File: src/rtl/mips_defines.sv
// mips_defines: shared definitions for the execute-stage divider.
//   div_state_t : divider FSM state encoding (2 bits)
//   DIV_CYCLES  : restoring-division iteration count (one per operand bit)
package mips_defines;

  typedef enum logic [1:0] {
    DIV_IDLE = 2'b00,
    DIV_BUSY = 2'b01,
    DIV_DONE = 2'b10
  } div_state_t;

  localparam int DIV_CYCLES = 32;

endpackage

File: src/rtl/div_unit.sv
// div_unit: iterative restoring divider for MIPS DIV/DIVU in the E stage.
//   clk, rst    : pipeline clock, asynchronous active-high reset
//   startE      : DIV/DIVU occupies E this cycle
//   signedE     : 1 = DIV (two's complement), 0 = DIVU
//   annulE      : cancel the division (exception / flush)
//   aE, bE      : dividend, divisor (sampled only when the division starts)
//   stall_divE  : freeze F/D/E while the division is in flight
//   div_validE  : HI/LO write enable, high exactly in the DONE cycle
//   hiE, loE    : remainder, quotient; hold until the next DONE
module div_unit
  import mips_defines::*;
#(
  parameter int WIDTH = DIV_CYCLES
) (
  input  logic             clk,
  input  logic             rst,
  input  logic             startE,
  input  logic             signedE,
  input  logic             annulE,
  input  logic [WIDTH-1:0] aE,
  input  logic [WIDTH-1:0] bE,
  output logic             stall_divE,
  output logic             div_validE,
  output logic [WIDTH-1:0] hiE,
  output logic [WIDTH-1:0] loE
);

  localparam int CW = $clog2(WIDTH);

  div_state_t       r_state;
  div_state_t       w_next;
  logic [CW-1:0]    r_count;
  logic [WIDTH-1:0] r_rem;
  logic [WIDTH-1:0] r_quo;
  logic [WIDTH-1:0] r_div;
  logic [WIDTH-1:0] r_hi;
  logic [WIDTH-1:0] r_lo;
  logic             r_qneg;
  logic             r_rneg;

  // Two's-complement negation when neg is set (magnitude and sign fixup).
  function automatic logic [WIDTH-1:0] f_cond_neg(input logic [WIDTH-1:0] v,
                                                  input logic             neg);
    return neg ? (~v + WIDTH'(1)) : v;
  endfunction

  logic             w_start;
  logic             w_a_neg;
  logic             w_b_neg;
  logic [WIDTH:0]   w_shrem;
  logic [WIDTH:0]   w_trial;
  logic             w_ge;
  logic             w_last;
  logic             w_done;
  logic [WIDTH-1:0] w_hi_fix;
  logic [WIDTH-1:0] w_lo_fix;

  assign w_start  = startE & ~annulE;
  assign w_a_neg  = signedE & aE[WIDTH-1];
  assign w_b_neg  = signedE & bE[WIDTH-1];
  // Shifted partial remainder: old remainder with the next dividend bit appended.
  // Kept WIDTH+1 wide so the trial difference's top bit is the borrow.
  assign w_shrem  = {r_rem, r_quo[WIDTH-1]};
  assign w_trial  = w_shrem - {1'b0, r_div};
  assign w_ge     = ~w_trial[WIDTH];
  assign w_last   = (r_count == CW'(WIDTH - 1));
  assign w_done   = (r_state == DIV_DONE) & ~annulE;
  assign w_hi_fix = f_cond_neg(r_rem, r_rneg);
  assign w_lo_fix = f_cond_neg(r_quo, r_qneg);

  // State register.
  always_ff @(posedge clk or posedge rst) begin
    if (rst) begin
      r_state <= DIV_IDLE;
    end else begin
      r_state <= w_next;
    end
  end

  // Next-state logic; annul always returns to IDLE.
  always_comb begin
    w_next = DIV_IDLE;
    case (r_state)
      DIV_IDLE: w_next = w_start ? DIV_BUSY : DIV_IDLE;
      DIV_BUSY: begin
        if (annulE) begin
          w_next = DIV_IDLE;
        end else if (w_last) begin
          w_next = DIV_DONE;
        end else begin
          w_next = DIV_BUSY;
        end
      end
      DIV_DONE: w_next = DIV_IDLE;
      default:  w_next = DIV_IDLE;
    endcase
  end

  // Outputs: stall rises combinationally with startE; results are shown
  // sign-fixed during DONE and held from the HI/LO registers otherwise.
  always_comb begin
    stall_divE = ~annulE & (((r_state == DIV_IDLE) & startE) | (r_state == DIV_BUSY));
    div_validE = w_done;
    if (w_done) begin
      hiE = w_hi_fix;
      loE = w_lo_fix;
    end else begin
      hiE = r_hi;
      loE = r_lo;
    end
  end

  // Datapath: operand capture, one restoring step per BUSY cycle, result hold.
  always_ff @(posedge clk or posedge rst) begin
    if (rst) begin
      r_count <= '0;
      r_rem   <= '0;
      r_quo   <= '0;
      r_div   <= '0;
      r_qneg  <= 1'b0;
      r_rneg  <= 1'b0;
      r_hi    <= '0;
      r_lo    <= '0;
    end else begin
      case (r_state)
        DIV_IDLE: begin
          if (w_start) begin
            r_count <= '0;
            r_rem   <= '0;
            r_quo   <= f_cond_neg(aE, w_a_neg);
            r_div   <= f_cond_neg(bE, w_b_neg);
            r_qneg  <= w_a_neg ^ w_b_neg;
            r_rneg  <= w_a_neg;
          end
        end
        DIV_BUSY: begin
          if (!annulE) begin
            r_rem   <= w_ge ? w_trial[WIDTH-1:0] : w_shrem[WIDTH-1:0];
            r_quo   <= {r_quo[WIDTH-2:0], w_ge};
            r_count <= r_count + CW'(1);
          end
        end
        DIV_DONE: begin
          if (!annulE) begin
            r_hi <= w_hi_fix;
            r_lo <= w_lo_fix;
          end
        end
        default: begin
          r_count <= '0;
        end
      endcase
    end
  end

endmodule

File: config.mk
export PLATFORM = sky130hd
export DESIGN_NAME = div_unit
export DESIGN_NICKNAME = d
export VERILOG_FILES = /design/src/rtl/mips_defines.sv /design/src/rtl/div_unit.sv
export SDC_FILE = /design/constraint.sdc
export NUM_CORES = 1
export LEC_CHECK = 0
export CORE_ASPECT_RATIO = 0.5
export CORE_MARGIN = 4
export CORE_UTILIZATION = 25
export DETAILED_ROUTE_END_ITERATION = 12
export PLACE_DENSITY_LB_ADDON = 0.12
export SLEW_MARGIN = 10
export SYNTH_ARGS = -nofsm -noshare
export SYNTH_HDL_FRONTEND = slang
export SYNTH_SLANG_ARGS = --single-unit
export TNS_END_PERCENT = 30
File: constraint.sdc
create_clock -name clk -period 5.85 [get_ports clk]
set_input_delay 1.4625 -clock clk [delete_from_list [all_inputs] [get_ports clk]]
set_output_delay 1.4625 -clock clk [all_outputs]
set_load 0.01 [all_outputs]
==> metrics.md, run 1 <==
| Metric | Value |
|---|---|
| Ys async rst share | 1.00 |
| Core Area | 43700 um^2 |
| Worst-path clk slew | 0.07 ns |
| CTS tree | done |
| RSZ-0062 raised after global routing | no |
| Tcrit/Tclk final | 0.934 |
| Top post-synthesis cells by area | dfrtp_1 (38%), xor2_1 (7.1%), a21oi_1 (6.9%) |
| Peak Freq | 183 MHz |
| CP max-delay cell | or4_4 |
| Worst slew margin | 0.241 |
| Setup CP Type | register to output port |
| Yosys warning count | 0 |
| Post-synth top cells | dfrtp_1 (169), nand2_1 (164), a21oi_1 (153), o21ai_0 (145), nor2_1 (133) |
| Cts repair resizes | 0 |
| Most numerous cell in the Yosys netlist | dfrtp_1 |
| Setup Fix Bufs, Post-CTS | 0 |
| Die Height | 157 um |
| Crit Path Max Fanout | 5 |
| TritonRoute pass-1 iters | 5 |
| Initial Util | 0.254 |
| Sequential area share after synthesis | 0.381 |
| Area Overhead vs Synth | 22.3% |
| Dpl hpwl | 24300 um |
| LEAKAGE | 5.74 nW |
| # diodes | 0 |
| Gr usage total | 0.137 |
| Final hold vios | 0 |
| # DRC | 0 |
| Vias in the first global route | 9441 |
| Synthesized net count | 1446 |
| CTS Buf Count | 17 |
| Via count | 9584 |
| Largest net degree at the start of global routing | 170 |
| Crit end category | output port |
| Synth Register Bits | 169 |
| DR WL/cell | 16.1 um |
| Critical Path AT | 4.00 ns |
| Synth cell types | 66 |
| Nets@finish | 1544 |
| Post-synth EDFFs | 0 |
| Syn Area/Cell | 8.30 um^2 |
| H-tree depth | 4 |
| Area leader, netlist | dfrtp_1 |
| Slew @ Worst Pin | 1.14 ns |
| Hold Crit Class | register to register |
| Fraction of layout cells with a size suffix above 1 | 0.0469 |
| Final Setup Violations | 0 |
| Top cell type's share of synthesized area | 0.381 |
| Clock Sink Count | 169 |
| Multi-input logic area | 6400 um^2 |
| Gp weighted congestion | 0.831 |
| Initial drt markers | 602 |
| Gate Count Post-Synth | 1338 |
| Primary FF master, synth | dfrtp_1 |
| Clock skew | 0.0109 ns |
| Fin. max-slew vios | 0 |
| Row Count | 54 |
| Initial antenna violation count | 0 |
| Pwr/cell area | 363 nW/um^2 |
| Die W | 306 um |
| Maximum VDD drop | 0.234 mV |
| Io pins | 135 |
| Critical Path Source Type | register |
| Clock latency on the worst-skew pair | 0.45 ns |
| Worst-case clock buffer depth | 2 |
| Crit path largest cell delay | 0.59 ns |
| Seq. cell area | 4230 um^2 |
| Count of hold-fix buffers inserted at cts | 0 |
| Post-Route Setup TNS | 0 ns |
| Outcome | completed |
| Max-cap violations | 0 |
| End-of-flow core utilization | 0.311 |
| Req. time, crit path | 4.39 ns |
| Flop2flop setup slack | 1.83 ns |
| Fill count | 4535 |
| Total grt overflow | 0 |
| Min Clock Period, post-route | 5.46 ns |
| Post-route ant nets | 0 |
| IO buf count | 134 |
| Clk root buf | clkbuf_16 |
| Cell area after synthesis | 11100 um^2 |
| Die area | 48100 um^2 |
| First-pass GRT wire length | 52700 um |
| Final wirelength | 32900 um |
| Cell Chain, Critical Path | or4_4, nor4_4, nand4_1, or4_4, or4_4, o31ai_1, xor2_1, a21oi_1, clkdlybuf4s50_1 |
| Via/cell ratio | 4.70 |
| Critical path's most frequent cell | or4_4 |
-- cells in the final DEF, fill, tap and decap left out, types with 5 or more instances in the layout --
cell type        Yosys  layout
and2_1               9       8
o211ai_1             5       5
nand4_1             12      12
or4_1               11      11
nor3_1              14      14
nand2_1            164     163
nor2_1             133     132
or3_1               12      12
a2bb2oi_1            5       5
inv_1               56      55
a21oi_1            153     153
o21ai_0            145     145
clkdlybuf4s50_1      0     134
mux2i_1             30      30
ha_1                38      38
o31ai_1             25      25
nand2b_1            16      16
buf_4                2      10
a21o_1              10      10
nor2b_1              9       8
clkinv_4             0       6
nand3_1             16      16
and3_1               5       5
o41ai_1             16      16
clkbuf_16            0      17
dfrtp_1            169     169
nor4_1              13      13
xnor2_1             46      46
xor2_1              90      90
-- metal layers --
| layer | GRT usage | wire (um) | vias to the layer above |
|---|---|---|---|
| li1 | - | - | 4890 |
| met1 | 0.185 | 16100 | 4566 |
| met2 | 0.225 | 15300 | 107 |
| met3 | 0.0288 | 1080 | 21 |
| met4 | 0.0316 | 378 | 0 |
| met5 | 0 | 0 | - |
-- kinds of logic (layout without fill, tap and decap cells) --
| kind of cell | count (synthesis) | count (layout) | synth area share |
|---|---|---|---|
| simple gates | 437 | 437 | 0.184 |
| compound gates | 402 | 402 | 0.210 |
| flops | 169 | 169 | 0.381 |
| xor+xnor | 136 | 136 | 0.107 |
| buf+inv | 123 | 234 | 0.0449 |
| fa+ha+maj | 39 | 39 | 0.0446 |
| mux | 32 | 32 | 0.0291 |
-- registers in the layout, summed over array words and instances, names as in the netlist --
signal,flops
r_lo,32
r_rneg,1
r_qneg,1
r_count,5
r_state,2
r_div,32
r_hi,32
r_quo,32
r_rem,32
-- power by group --
group | internal, mW | switching (mW)
clock network | 0.555 | 0.542
logic | 0.930 | 1.25
registers | 1.35 | 0.297
-- worst max-delay path, delay by kind of cell (launching register included) --
kind | cells | cell delay (ns)
flops | 1 | 0.43
buf+inv | 1 | 0.59
compound gates | 2 | 0.48
simple gates | 5 | 1.92
xor+xnor | 1 | 0.12
-- layout make-up --
type	count	share of cell area
clock inverter	14	0.00875
clock buffer	18	0.0316
timing repair buffer	146	0.107
sequential	169	0.311
tap	588	0.0542
multi-input combinational	1046	0.471
inverter	56	0.0158
-- through the flow --
stage,power [mW],cell area [um^2],hold WS (ns),setup WS (ns),cells
after floorplan,3.26,11100,0.450,1.62,1338
final,4.92,13600,0.480,0.386,2037
after global placement,3.83,13000,0.467,0.651,2005
after global routing,5.34,13600,0.510,0.164,2037
after detailed placement,3.86,13000,0.474,0.601,2005
after CTS,4.99,13600,0.490,0.335,2037
-- final timing paths --
kind,startpoint,cells past startpoint,to
setup / recovery,r_quo[12]$_DFFE_PP0P_,9,loE[28]
hold / removal,r_div[17]$_DFFE_PP0P_,2,r_div[17]$_DFFE_PP0P_
setup reg to reg,r_quo[31]$_DFFE_PP0P_,12,r_rem[30]$_DFFE_PP0P_
hold reg to reg,r_div[17]$_DFFE_PP0P_,2,r_div[17]$_DFFE_PP0P_
max in group asynchronous,rst,3,r_rem[21]$_DFFE_PP0P_
min in group asynchronous,rst,3,r_lo[25]$_DFFE_PP0P_
No activity file was read; power rests on OpenSTA's default activity.
==> run 2: changes to the inputs <==
REMOVE_ABC_BUFFERS = 1   (was default)
==> metrics.md, run 2 (synthesis results as in run 1) <==
| Metric | Value |
|---|---|
| Setup Fix Bufs, Post-CTS | 0 |
| Internal power | 2.88 mW |
| # DRC | 0 |
| Final wirelength | 32500 um |
| Final Setup Violations | 0 |
| DR WL/cell | 15.9 um |
| Outcome | completed |
| Pwr/cell area | 362 nW/um^2 |
| CP max-delay cell | clkdlybuf4s50_1 |
| Critical Path Source Type | register |
| Post-Route Setup TNS | 0 ns |
| CTS Buf Count | 17 |
| First-pass GRT wire length | 51600 um |
| Switching pwr | 2.03 mW |
| Post-route ant nets | 0 |
| RSZ-0062 raised after global routing | no |
| Max-cap violations | 0 |
| Post-route cell area | 13600 um^2 |
| Largest net degree at the start of global routing | 86 |
| Sw Ratio | 0.413 |
| Core Area | 43700 um^2 |
| Maximum VDD drop | 0.187 mV |
| Comb power frac | 0.440 |
| Via/cell ratio | 4.76 |
| Hold Crit Class | register to register |
| Vias in the first global route | 9425 |
| IO buf count | 134 |
| Crit end category | output port |
| Crit path largest cell delay | 0.57 ns |
| Fill count | 4593 |
| Row Count | 54 |
| Slew @ Worst Pin | 1.18 ns |
| Io pins | 135 |
| Worst-case clock buffer depth | 2 |
| Initial antenna violation count | 1 |
| Gr usage total | 0.134 |
| Clock network fraction of design power | 0.226 |
| CTS tree | done |
| Via count | 9689 |
| Worst-path clk slew | 0.07 ns |
| Dpl hpwl | 24200 um |
| H-tree depth | 4 |
| Cts repair resizes | 0 |
| R2R Path End | r_rem[1]$_DFFE_PP0P_ |
| Most frequent cells in the layout | dfrtp_1 (169), nand2_1 (163), a21oi_1 (153) |
| Setup crit end | loE[29] |
| Pwr Total | 4.92 mW |
| End-of-flow core utilization | 0.311 |
| Count of hold-fix buffers inserted at cts | 0 |
| Clk root buf | clkbuf_16 |
| Commonest non-fill, non-tap cell in the layout | dfrtp_1 |
| Min Clock Period, post-route | 5.50 ns |
| Crit Path Max Fanout | 5 |
| Clock skew | 0.0203 ns |
| Peak Freq | 182 MHz |
| Worst Setup SP | r_quo[8]$_DFFE_PP0P_ |
| Fraction of layout cells with a size suffix above 1 | 0.0463 |
| Req. time, crit path | 4.39 ns |
| Area Overhead vs Synth | 22.4% |
| Initial drt markers | 537 |
| TritonRoute pass-1 iters | 6 |
| Clock Sink Count | 169 |
| Gp weighted congestion | 0.822 |
| Total grt overflow | 0 |
| Fin. max-slew vios | 0 |
| Critical Path AT | 4.04 ns |
| Die area | 48100 um^2 |
| Nets@finish | 1544 |
| FF-to-FF Start | r_quo[31]$_DFFE_PP0P_ |
| Final hold vios | 0 |
| LEAKAGE | 5.75 nW |
| Setup CP Type | register to output port |
| Worst slew margin | 0.211 |
| Die Height | 157 um |
| Tcrit/Tclk final | 0.941 |
| Cell Chain, Critical Path | nor4_2, nand3_2, nand2b_2, or4_1, or4_4, o41ai_2, xor2_1, a21oi_1, clkdlybuf4s50_1 |
| Hold WS | 0.485 ns |
| Post-DP Area | 13000 um^2 |
| Reg2reg path depth | 12 |
| Initial Util | 0.254 |
| Flop2flop setup slack | 1.72 ns |
| Seq pwr share | 0.333 |
| Clock latency on the worst-skew pair | 0.45 ns |
| Die W | 306 um |
run 2: cell count changes in the layout (fill, tap and decap cells not counted), sizes merged:
cell,delta
inv,-3
bufinv,+1
diode,+1
clkbuf,+3
clkinvlp,-1
clkinv,-1
run 2: worst max-delay path, delay by kind of cell, from the launching register on:
family,cells,cell delay (ns)
compound gates,2,0.58
xor+xnor,1,0.12
flops,1,0.45
simple gates,5,1.87
buf+inv,1,0.57
run 2: power by group through the flow:
stage          combinational (mW)  clock [mW]  sequential [mW]
4_1_cts                      2.18        1.16             1.64
2_1_floorplan                1.67           0             1.57
3_3_place_gp                 2.15           0             1.66
6_report                     2.16        1.11             1.64
3_5_place_dp                 2.17           0             1.66
5_1_grt                      2.45        1.21             1.68
run 2: metal layers:
metal,share of wire,up-vias,track usage
li1,-,4896,-
met1,0.47,4583,0.175
met2,0.48,175,0.226
met3,0.032,35,0.0270
met4,0.021,0,0.0383
met5,0,-,0
run 2: through the flow:
| step | cells | worst slack, ns |
|---|---|---|
| after floorplan | 1271 | -0.590 |
| after global placement | 2005 | 0.637 |
| after detailed placement | 2005 | 0.636 |
| after CTS | 2036 | 0.282 |
| after global routing | 2037 | 0.130 |
| final | 2037 | 0.345 |
run 2: worst min path at each step:
stage,cells past startpoint,start,slack [ns],to
3_3_place_gp,2,r_count[4]$_DFFE_PP0P_,0.47,r_count[4]$_DFFE_PP0P_
2_1_floorplan,2,r_div[10]$_DFFE_PP0P_,0.45,r_div[10]$_DFFE_PP0P_
6_report,2,r_div[24]$_DFFE_PP0P_,0.48,r_div[24]$_DFFE_PP0P_
5_1_grt,2,r_div[22]$_DFFE_PP0P_,0.51,r_div[22]$_DFFE_PP0P_
4_1_cts,2,r_div[8]$_DFFE_PP0P_,0.49,r_div[8]$_DFFE_PP0P_
3_5_place_dp,2,r_div[23]$_DFFE_PP0P_,0.48,r_div[23]$_DFFE_PP0P_
run 2: area by class of cell:
| class | instances | area [um^2] | share of cell area |
|---|---|---|---|
| flip-flops and latches | 169 | 4230 | 0.311 |
| repair buffers | 146 | 1460 | 0.107 |
| diodes | 1 | 2.50 | 0.000184 |
| clock inverters | 10 | 95.1 | 0.00699 |
| clock buffers | 21 | 460 | 0.0339 |
| well taps | 588 | 736 | 0.0541 |
| multi-input cells | 1046 | 6400 | 0.471 |
| inverters | 56 | 215 | 0.0158 |
